### config.mk
export PLATFORM = sky130hd
export DESIGN_NAME = paralelo_serial
export DESIGN_NICKNAME = d
export VERILOG_FILES = /design/src/rtl/paralelo_serial.sv
export SDC_FILE = /design/constraint.sdc
export NUM_CORES = 1
export LEC_CHECK = 0
export BUFFER_PORTS_ARGS = -buffer_cell sky130_fd_sc_hd__buf_4
export CORE_MARGIN = 8
export CORE_UTILIZATION = 55
export DETAILED_ROUTE_END_ITERATION = 7
export PLACE_DENSITY = 0.77
export SLEW_MARGIN = 20
export SYNTH_ARGS = -nofsm -noshare
export SYNTH_HDL_FRONTEND = slang
export SYNTH_SLANG_ARGS = --single-unit
### constraint.sdc
create_clock -name clk_32f -period 2.35 [get_ports clk_32f]
set_input_delay 0 -clock clk_32f [delete_from_list [all_inputs] [get_ports clk_32f]]
set_output_delay 0 -clock clk_32f [all_outputs]
set_load 0.02 [all_outputs]
### src/rtl/paralelo_serial.sv
// Parallel-to-serial byte transmitter: after reset it sends a comma preamble,
// then shifts accepted bytes out MSB first and fills idle byte slots with COMMA.
module paralelo_serial #(
  parameter int         N_SYNC = 4,
  parameter logic [7:0] COMMA  = 8'hBC
) (
  input  logic       clk_32f,
  input  logic       reset,
  input  logic [7:0] data_in,
  input  logic       valid_in,
  output logic       ready_out,
  output logic       data_out,
  output logic       active_out
);

  localparam int            SW        = $clog2(N_SYNC + 1);
  localparam logic [SW-1:0] SYNC_LAST = SW'(N_SYNC - 1);

  typedef enum logic {
    SYNC   = 1'b0,
    ACTIVE = 1'b1
  } state_t;

  state_t        state_r, state_s;
  logic [SW-1:0] sync_cnt_r, sync_cnt_s;
  logic [7:0]    shreg_r, shreg_s;
  logic [2:0]    bit_cnt_r, bit_cnt_s;
  logic [7:0]    hold_r, hold_s;
  logic          hold_full_r, hold_full_s;
  logic          data_out_r, data_out_s;
  logic          ready_r, ready_s;
  logic          active_r, active_s;
  logic          boundary_s;
  logic          accept_s;

  // Next-state logic: serializer, hold register, preamble FSM and output flops.
  always_comb begin
    state_s     = state_r;
    sync_cnt_s  = sync_cnt_r;
    shreg_s     = shreg_r;
    hold_s      = hold_r;
    hold_full_s = hold_full_r;
    bit_cnt_s   = bit_cnt_r + 3'd1;
    data_out_s  = shreg_r[3'd7 - bit_cnt_r];
    boundary_s  = (bit_cnt_r == 3'd7);
    accept_s    = valid_in & ready_r;

    if (boundary_s) begin
      if (hold_full_r) begin
        shreg_s     = hold_r;
        hold_full_s = 1'b0;
      end else begin
        shreg_s = COMMA;
      end
    end else begin
      shreg_s = shreg_r;
    end

    // ready_r already excludes a full hold, so accept never collides with a load
    if (accept_s) begin
      hold_s      = data_in;
      hold_full_s = 1'b1;
    end else begin
      hold_s = hold_r;
    end

    case (state_r)
      SYNC: begin
        if (boundary_s) begin
          sync_cnt_s = sync_cnt_r + {{(SW-1){1'b0}}, 1'b1};
          if (sync_cnt_r == SYNC_LAST) begin
            state_s = ACTIVE;
          end else begin
            state_s = SYNC;
          end
        end else begin
          state_s = SYNC;
        end
      end
      ACTIVE: begin
        state_s = ACTIVE;
      end
      default: begin
        state_s = SYNC;
      end
    endcase

    active_s = (state_s == ACTIVE);
    ready_s  = active_s & ~hold_full_s;
  end

  // State and output registers with synchronous reset.
  always_ff @(posedge clk_32f) begin
    if (reset) begin
      state_r     <= SYNC;
      sync_cnt_r  <= {SW{1'b0}};
      shreg_r     <= COMMA;
      bit_cnt_r   <= 3'd0;
      hold_r      <= 8'h00;
      hold_full_r <= 1'b0;
      data_out_r  <= 1'b0;
      ready_r     <= 1'b0;
      active_r    <= 1'b0;
    end else begin
      state_r     <= state_s;
      sync_cnt_r  <= sync_cnt_s;
      shreg_r     <= shreg_s;
      bit_cnt_r   <= bit_cnt_s;
      hold_r      <= hold_s;
      hold_full_r <= hold_full_s;
      data_out_r  <= data_out_s;
      ready_r     <= ready_s;
      active_r    <= active_s;
    end
  end

  assign data_out   = data_out_r;
  assign ready_out  = ready_r;
  assign active_out = active_r;

endmodule
==> metrics.md, run 1 <==
| Metric | Value |
|---|---|
| Via-to-Cell Ratio | `5.47` |
| Top_reg_cell synth | `dfxtp_1` |
| Clock Root Buffer | `clkbuf_4` |
| Core Region | `0.00175 sq mm` |
| First-pass DRT Iterations | `4` |
| Placed Cells | `142` |
| Pins Over Slew Limit | `0` |
| Global-route usage over all layers | `15.0%` |
| Slew @ Worst Pin | `0.496 ns` |
| EDFF count, synth | `0` |
| Worst-path clk slew | `0.13 ns` |
| PD cells | `554 mW/mm^2` |
| Num rows | `15` |
| Yosys reg bits | `26` |
| Mean Syn Cell Area | `9.27 sq um` |
| CP endpoint kind | `flip-flop` |
| HP Class | `in -> reg` |
| DRC viols | `0` |
| Largest net degree at the start of global routing | `26` |
| Detailed Route Iter0 Violations | `24` |
| Max IR drop VDD | `0.000337 V` |
| Fin cells | `161` |
| Io pins | `14` |
| Area Overhead vs Synth | `27.6%` |
| Asr flop ratio synth | `0%` |
| Die Width | `59.2 um` |
| Clock tree buffer depth | `2` |
| Synthesized area | `0.00103 sq mm` |
| PortBufs | `13` |
| Post-DRT Antenna Nets | `0` |
| Hold Violations, Final | `0` |
| Initial core utilization | `58.9%` |
| Outcome | `finished, final reports clean` |
| MaxCap Viol Count | `0` |
| GP Congestion | `0.718` |
| Number of clock sinks | `26` |
| Data required time of the worst path | `2.61 ns` |
| Critical Path AT | `1.85 ns` |
| Most common cell after layout, fill and taps aside | `dfxtp_1` |
| Hold WS | `0.0264 ns` |
| Cells after Synth | `111` |
| Final Cycle Share | `67.7%` |
| Die height | `59.2 um` |
| Largest fanout on the critical path | `18` |
| Setup-failing EPs final | `0` |
| Min cycle time layout | `1.59 ns` |
| Leak pwr | `0.488 nW` |
| H-tree depth | `1` |
| CTS tree | `yes` |
| Grt ovf | `0` |
| Final core utilization | `75.2%` |
| Unique masters post-synth | `21` |
| Vias in the first global route | `871` |
| Fin Clk Skew | `0.00183 ns` |
| F_max | `629 MHz` |
| Worst Setup Path Type | `reg -> reg` |
| Layout cells sized above 1 | `12.5%` |
| Syn nets | `126` |
| Post-route setup TNS | `0 ns` |
| Num CTS Buffers | `3` |
| NumNets Final | `152` |
| Post-DR wirelength/cell | `14.8 um` |
| Setup Buffers After CTS | `0` |
| Post-cts gate resize count | `0` |
| Slew HR | `67.0%` |
| Startpoint types | `flip-flop` |
| Final Routed Wirelength | `2380 um` |
| First-pass GRT wire length | `4120 um` |
| Diode count | `0` |
| Clock Latency Late Sink | `0.31 ns` |
| Syn. warnings | `0` |
| Seq/Total Area, Yosys | `50.6%` |
| Vias | `881` |
| RSZ-0062 raised after global routing | `no` |
| Hold-fix buffers, CTS | `15` |
| Die area | `0.00351 sq mm` |
| Initial antenna violation count | `0` |
| Most frequent cells in the layout | `dfxtp_1, dlygate4sd3_1, a21oi_1` |
| # fillers | `124` |
| Final HPWL DP | `1380 um` |
## through the flow
stage / area (sq um) / total power, mW / setup slack [ns]
final: 1310 / 0.727 / 0.760
after global routing: 1310 / 0.763 / 0.593
after CTS: 1310 / 0.729 / 0.763
after detailed placement: 1130 / 0.507 / 0.829
after global placement: 1130 / 0.505 / 0.931
after floorplan: 1030 / 0.486 / 1.05
## synth_stat cells, drive strengths merged, types with 2 or more instances
| cell type | number | area, sq um |
|---|---|---|
| nand3 | 11 | 55.1 |
| nand2 | 10 | 37.5 |
| mux2i | 3 | 30.0 |
| a21oi | 14 | 70.1 |
| nor2b | 2 | 12.5 |
| inv | 2 | 7.51 |
| o21ai | 5 | 25.0 |
| clkbuf | 3 | 11.3 |
| dfxtp | 26 | 521 |
| nand2b | 9 | 56.3 |
| nand3b | 5 | 37.5 |
| nor2 | 6 | 22.5 |
| ha | 4 | 50.1 |
| buf | 4 | 20.0 |
## worst paths after layout
check / start / endpoint / slack (ns) / cells past startpoint
worst max-delay path: bit_cnt_r[1]$_SDFF_PP0_ / ready_out$_SDFF_PP0_ / 0.76 / 5
worst min-delay path: reset / shreg_r[1]$_SDFFE_PP0N_ / 0.03 / 2
worst max register to register: bit_cnt_r[1]$_SDFF_PP0_ / ready_out$_SDFF_PP0_ / 0.76 / 5
worst min register to register: shreg_r[1]$_SDFFE_PP0N_ / shreg_r[1]$_SDFFE_PP0N_ / 0.48 / 2
## layer usage
layer | global-route usage (%) | wire length, um
met5 | 0 | 0
met4 | 3.07 | 19
met3 | 3.47 | 127
met2 | 25.1 | 1180
met1 | 18.8 | 1050
## registers in the layout, summed over array words and instances, names as in the netlist
name / flops
active_out: 1
bit_cnt_r: 3
data_out: 1
hold_full_r: 1
hold_r: 8
ready_out: 1
shreg_r: 8
sync_cnt_r: 3
## area by class of cell
cell class	instances	area (sq um)	area share [%]
flip-flops and latches	26	520	39.7
clock buffers	4	36.3	2.76
repair buffers	28	248	18.9
inverters	2	7.51	0.572
multi-input cells	76	469	35.7
well taps	25	31.3	2.38
## critical path, cell delays in order (launching register included)
cell     delay, ns
dfxtp_1       0.44
ha_1          0.18
ha_1          0.46
a21oi_1       0.14
nor2_1        0.16
and3_1        0.16
## cell families (layout without fill, tap and decap cells)
kind of cell	Yosys count	after routing	share of synthesized area, %
simple gates	46	46	23.6
mux	4	4	5.48
buf+inv	9	34	3.77
compound gates	21	21	10.8
fa+ha+maj	4	4	4.87
flops	26	26	50.6
xor+xnor	1	1	0.852
## power by group
part           leakage [nW]  total, mW  switching, mW  internal (mW)
registers             0.211      0.454        0.00742          0.447
clock network        0.0210      0.217          0.123         0.0945
logic                 0.256     0.0557         0.0224         0.0333
(Power assumes the default switching activity.)
==> run 2: changes to the inputs <==
--- a/config.mk
+++ b/config.mk
@@ -5,11 +5,12 @@
 export SDC_FILE = /design/constraint.sdc
 export NUM_CORES = 1
 export LEC_CHECK = 0
+export ABC_AREA = 1
 export BUFFER_PORTS_ARGS = -buffer_cell sky130_fd_sc_hd__buf_4
 export CORE_MARGIN = 8
-export CORE_UTILIZATION = 55
+export CORE_UTILIZATION = 49
 export DETAILED_ROUTE_END_ITERATION = 7
-export PLACE_DENSITY = 0.77
+export PLACE_DENSITY = 0.72
 export SLEW_MARGIN = 20
 export SYNTH_ARGS = -nofsm -noshare
 export SYNTH_HDL_FRONTEND = slang
==> constraint.sdc (replaced) <==
create_clock -name clk_32f -period 1.45 [get_ports clk_32f]
set_input_delay 0 -clock clk_32f [delete_from_list [all_inputs] [get_ports clk_32f]]
set_output_delay 0 -clock clk_32f [all_outputs]
set_load 0.02 [all_outputs]
==> run 2 against run 1 <==
  * Synthesized area down 0.73%
  * Clock power up 33%
  * Non-clock buffer count down 4
  * Final cell count up 12%
  * Die area up 8.3%
  * Register-to-register slack worse by 0.63 ns
  * Routed wire length down 15%
  * Count of clock-buffer cells in the layout down 1
  * Critical path depth unchanged
  * Maximum frequency up 20%
  * Sequential power up 62%
  * Total power up 55%
  * Largest cell class unchanged
==> metrics.md, run 2 <==
| Metric | Value |
|---|---|
| Reg power frac | `65.2% (was 62.4%)` |
| Commonest cells post-synth | `dfxtp_1, nand2_1, nor2_1 (was dfxtp_1, a21oi_1, nand3_1)` |
| Synth top area cells | `dfxtp_1, nand2_1, nor2_1, inv_1, ha_1 (was dfxtp_1, a21oi_1, nand2b_1, nand3_1, ha_1)` |
| Post-DRT Antenna Nets | `0 (unchanged)` |
| Final Routed Wirelength | `2030 um (was 2380 um)` |
| CP Launch Point | `bit_cnt_r[1]$_SDFF_PP0_ (unchanged)` |
| Max incr delay on CP | `0.37 ns (was 0.46 ns)` |
| Largest net degree at the start of global routing | `17 (was 26)` |
| Most frequent cells in the layout | `dfxtp_1, nand2_1, nor2_1 (was dfxtp_1, dlygate4sd3_1, a21oi_1)` |
| Logic pwr share | `9.2% (was 7.7%)` |
| Clock Latency Late Sink | `0.31 ns (about the same)` |
| NumNets Final | `170 (was 152)` |
| Layout cells sized above 1 | `13.7% (was 12.5%)` |
| Clock Root Buffer | `clkbuf_4 (unchanged)` |
| Vias in the first global route | `800 (was 871)` |
| Syn nets | `145 (was 126)` |
| Max IR drop VDD | `0.000593 V (was 0.000337 V)` |
| First-pass GRT wire length | `3420 um (was 4120 um)` |
| Pins Over Slew Limit | `0 (unchanged)` |
| PortBufs | `13 (unchanged)` |
| Slowest cell on crit path | `dfxtp_2 (was ha_1)` |
| Worst reg2reg setup slack | `0.13 ns (was 0.76 ns)` |
| Die height | `61.6 um (was 59.2 um)` |
| Core Region | `0.00196 sq mm (was 0.00175 sq mm)` |
| Internal | `0.880 mW (was 0.575 mW)` |
| F_max | `755 MHz (was 629 MHz)` |
| Worst Setup Path Type | `reg -> reg (unchanged)` |
| Detailed Route Iter0 Violations | `11 (was 24)` |
| Die Width | `61.6 um (was 59.2 um)` |
| Combined buffer and inverter count along the critical path | `1 (was 0)` |
| Switching Fraction | `22.1% (was 21.0%)` |
| Post-Place Setup Slack | `0.102 ns (was 0.829 ns)` |
| H-tree depth | `1 (unchanged)` |
| Critical path's top delay family | `adder cells (unchanged)` |
| Crit-path cells | `ha_1, ha_1, buf_4, o22ai_1, nand2_1 (was ha_1, ha_1, a21oi_1, nor2_1, and3_1)` |
| First-pass DRT Iterations | `4 (unchanged)` |
| GP Congestion | `0.796 (was 0.718)` |
| Final core utilization | `64.2% (was 75.2%)` |
| Global-route usage over all layers | `12.2% (was 15.0%)` |
| Diode count | `0 (unchanged)` |
| Data required time of the worst path | `1.65 ns (was 2.61 ns)` |
| Asr flop ratio synth | `0% (unchanged)` |
| Leak pwr | `0.572 nW (was 0.488 nW)` |
| Min cycle time layout | `1.32 ns (was 1.59 ns)` |
| CP endpoint kind | `flip-flop (unchanged)` |
| MaxCap Viol Count | `0 (unchanged)` |
| Switch Pwr | `0.250 mW (was 0.153 mW)` |
| Synthesized area | `0.00102 sq mm (was 0.00103 sq mm)` |
| Initial antenna violation count | `0 (unchanged)` |
| Slew @ Worst Pin | `0.418 ns (was 0.496 ns)` |
| CTS tree | `yes (unchanged)` |
| Min setup slack post-route | `0.126 ns (was 0.760 ns)` |
| Num rows | `16 (was 15)` |
| EDFF count, synth | `0 (unchanged)` |
| Critical Path AT | `1.52 ns (was 1.85 ns)` |
| Mean Syn Cell Area | `7.85 sq um (was 9.27 sq um)` |
| Clock tree buffer depth | `2 (unchanged)` |
| Fin Clk Skew | `0.00100 ns (was 0.00183 ns)` |
| Clock power share | `25.6% (was 29.9%)` |
| CP most frequent cell | `ha_1 (unchanged)` |
| Yosys reg bits | `26 (unchanged)` |
| Setup Buffers After CTS | `0 (unchanged)` |
| Hold Violations, Final | `0 (unchanged)` |
| Area Overhead vs Synth | `23.4% (was 27.6%)` |
| Grt ovf | `0 (unchanged)` |
| Largest regs | `hold_r: 8 flops, shreg_r: 8 flops (unchanged)` |
| Worst-path clk slew | `0.12 ns (was 0.13 ns)` |
| RR Startpoint | `bit_cnt_r[1]$_SDFF_PP0_ (unchanged)` |
| Setup-failing EPs final | `0 (unchanged)` |
| Number of clock sinks | `26 (unchanged)` |
| Cells after Synth | `130 (was 111)` |
| Vias | `874 (was 881)` |
| Via-to-Cell Ratio | `4.86 (was 5.47)` |
| RSZ-0062 raised after global routing | `no (unchanged)` |
| Startpoint types | `flip-flop (unchanged)` |
| Synth area leader | `dfxtp_1 (unchanged)` |
| Seq/Total Area, Yosys | `51.0% (was 50.6%)` |
| Most common cell after layout, fill and taps aside | `dfxtp_1 (unchanged)` |
| Slew HR | `72.1% (was 67.0%)` |
| Final Cycle Share | `91.3% (was 67.7%)` |
| Io pins | `14 (unchanged)` |
| Unique masters post-synth | `16 (was 21)` |
| Largest fanout on the critical path | `8 (was 18)` |
| Final HPWL DP | `1450 um (was 1380 um)` |
| Initial core utilization | `52.0% (was 58.9%)` |
| Post-route setup TNS | `0 ns (unchanged)` |
| DRC viols | `0 (unchanged)` |
| Post-DR wirelength/cell | `11.3 um (was 14.8 um)` |
| Top-area cell type share of the netlist area | `51.0% (was 50.6%)` |
| HP Class | `in -> reg (unchanged)` |
| Syn. warnings | `0 (unchanged)` |
| Most frequent cell after synthesis | `dfxtp_1 (unchanged)` |
| Top_reg_cell synth | `dfxtp_1 (unchanged)` |
| PD cells | `897 mW/mm^2 (was 554 mW/mm^2)` |
| Die area | `0.00380 sq mm (was 0.00351 sq mm)` |
| Outcome | `finished, final reports clean (unchanged)` |
| Num CTS Buffers | `3 (unchanged)` |
| Worst min-delay path startpoint | `valid_in (was reset)` |
run 2: cell types whose count changed after synthesis, moves of 2 or more:
cell,change
o21ai_0,+5
buf_2,-2
nand3_1,-3
a21oi_1,-7
nand2b_1,-9
nor2b_1,-2
nor2_1,+16
nand3b_1,-5
mux2i_1,-3
inv_1,+16
nand2_1,+12
o22ai_1,+5
clkbuf_1,-2
run 2: kinds of logic (layout without fill, tap and decap cells):
logic type	Yosys count	count (layout)	synth area share [%]
flops	26	26	51.0
buf+inv	23	46	9.07
fa+ha+maj	4	4	4.90
simple gates	54	54	22.8
xor+xnor	1	1	0.858
compound gates	22	22	11.4
run 2: timing repair:
| item | in CTS | in global routing |
|---|---|---|
| hold buffers | 9 | 0 |
| setup endpoints to repair | 0 | 5 |
| gates resized for setup | 0 | 1 |
| endpoints found under the hold margin | 17 | 0 |
run 2: final cells by class:
cell class,instances,area [sq um]
multi-input combinational,81,408
sequential,26,522
tap,27,33.8
clock buffer,3,22.5
inverter,19,71.3
fill,194,702
timing repair buffer,24,203
run 2: worst min-delay path: stages:
cell     delay [ns]
buf_4          0.08
nand2_1        0.18
a21oi_1        0.19
run 2: worst paths after layout:
check / cells past startpoint / end
setup reg to reg: 5 / shreg_r[3]$_SDFFE_PP1N_
hold reg to reg: 2 / sync_cnt_r[2]$_SDFFE_PP0P_
hold / removal: 3 / hold_full_r$_SDFF_PP0_
setup / recovery: 5 / shreg_r[3]$_SDFFE_PP1N_
run 2: power by group through the flow:
stage | sequential [mW] | combinational, mW | clock [mW]
floorplan | 0.758 | 0.0428 | 0
global placement | 0.752 | 0.0829 | 0
detailed placement | 0.752 | 0.0851 | 0
CTS | 0.736 | 0.104 | 0.296
global route | 0.739 | 0.118 | 0.322
finish | 0.736 | 0.104 | 0.289
run 2: stage by stage:
stage                     area [sq um]  hold WS (ns)  cells  power, mW
after floorplan                   1020         0.167    130      0.801
after global placement            1150         0.245    168      0.835
after detailed placement          1150         0.242    168      0.837
after CTS                         1260         0.156    180       1.14
after global routing              1260         0.229    180       1.18
final                             1260         0.167    180       1.13
run 2: metal layers:
| layer | GRT usage [%] | vias up | part of all wire (%) |
|---|---|---|---|
| li1 | - | 456 | - |
| met1 | 13.6 | 397 | 44 |
| met2 | 20.8 | 17 | 50 |
| met3 | 4.18 | 4 | 4.6 |
| met4 | 4.87 | 0 | 1.2 |
| met5 | 0 | - | 0 |
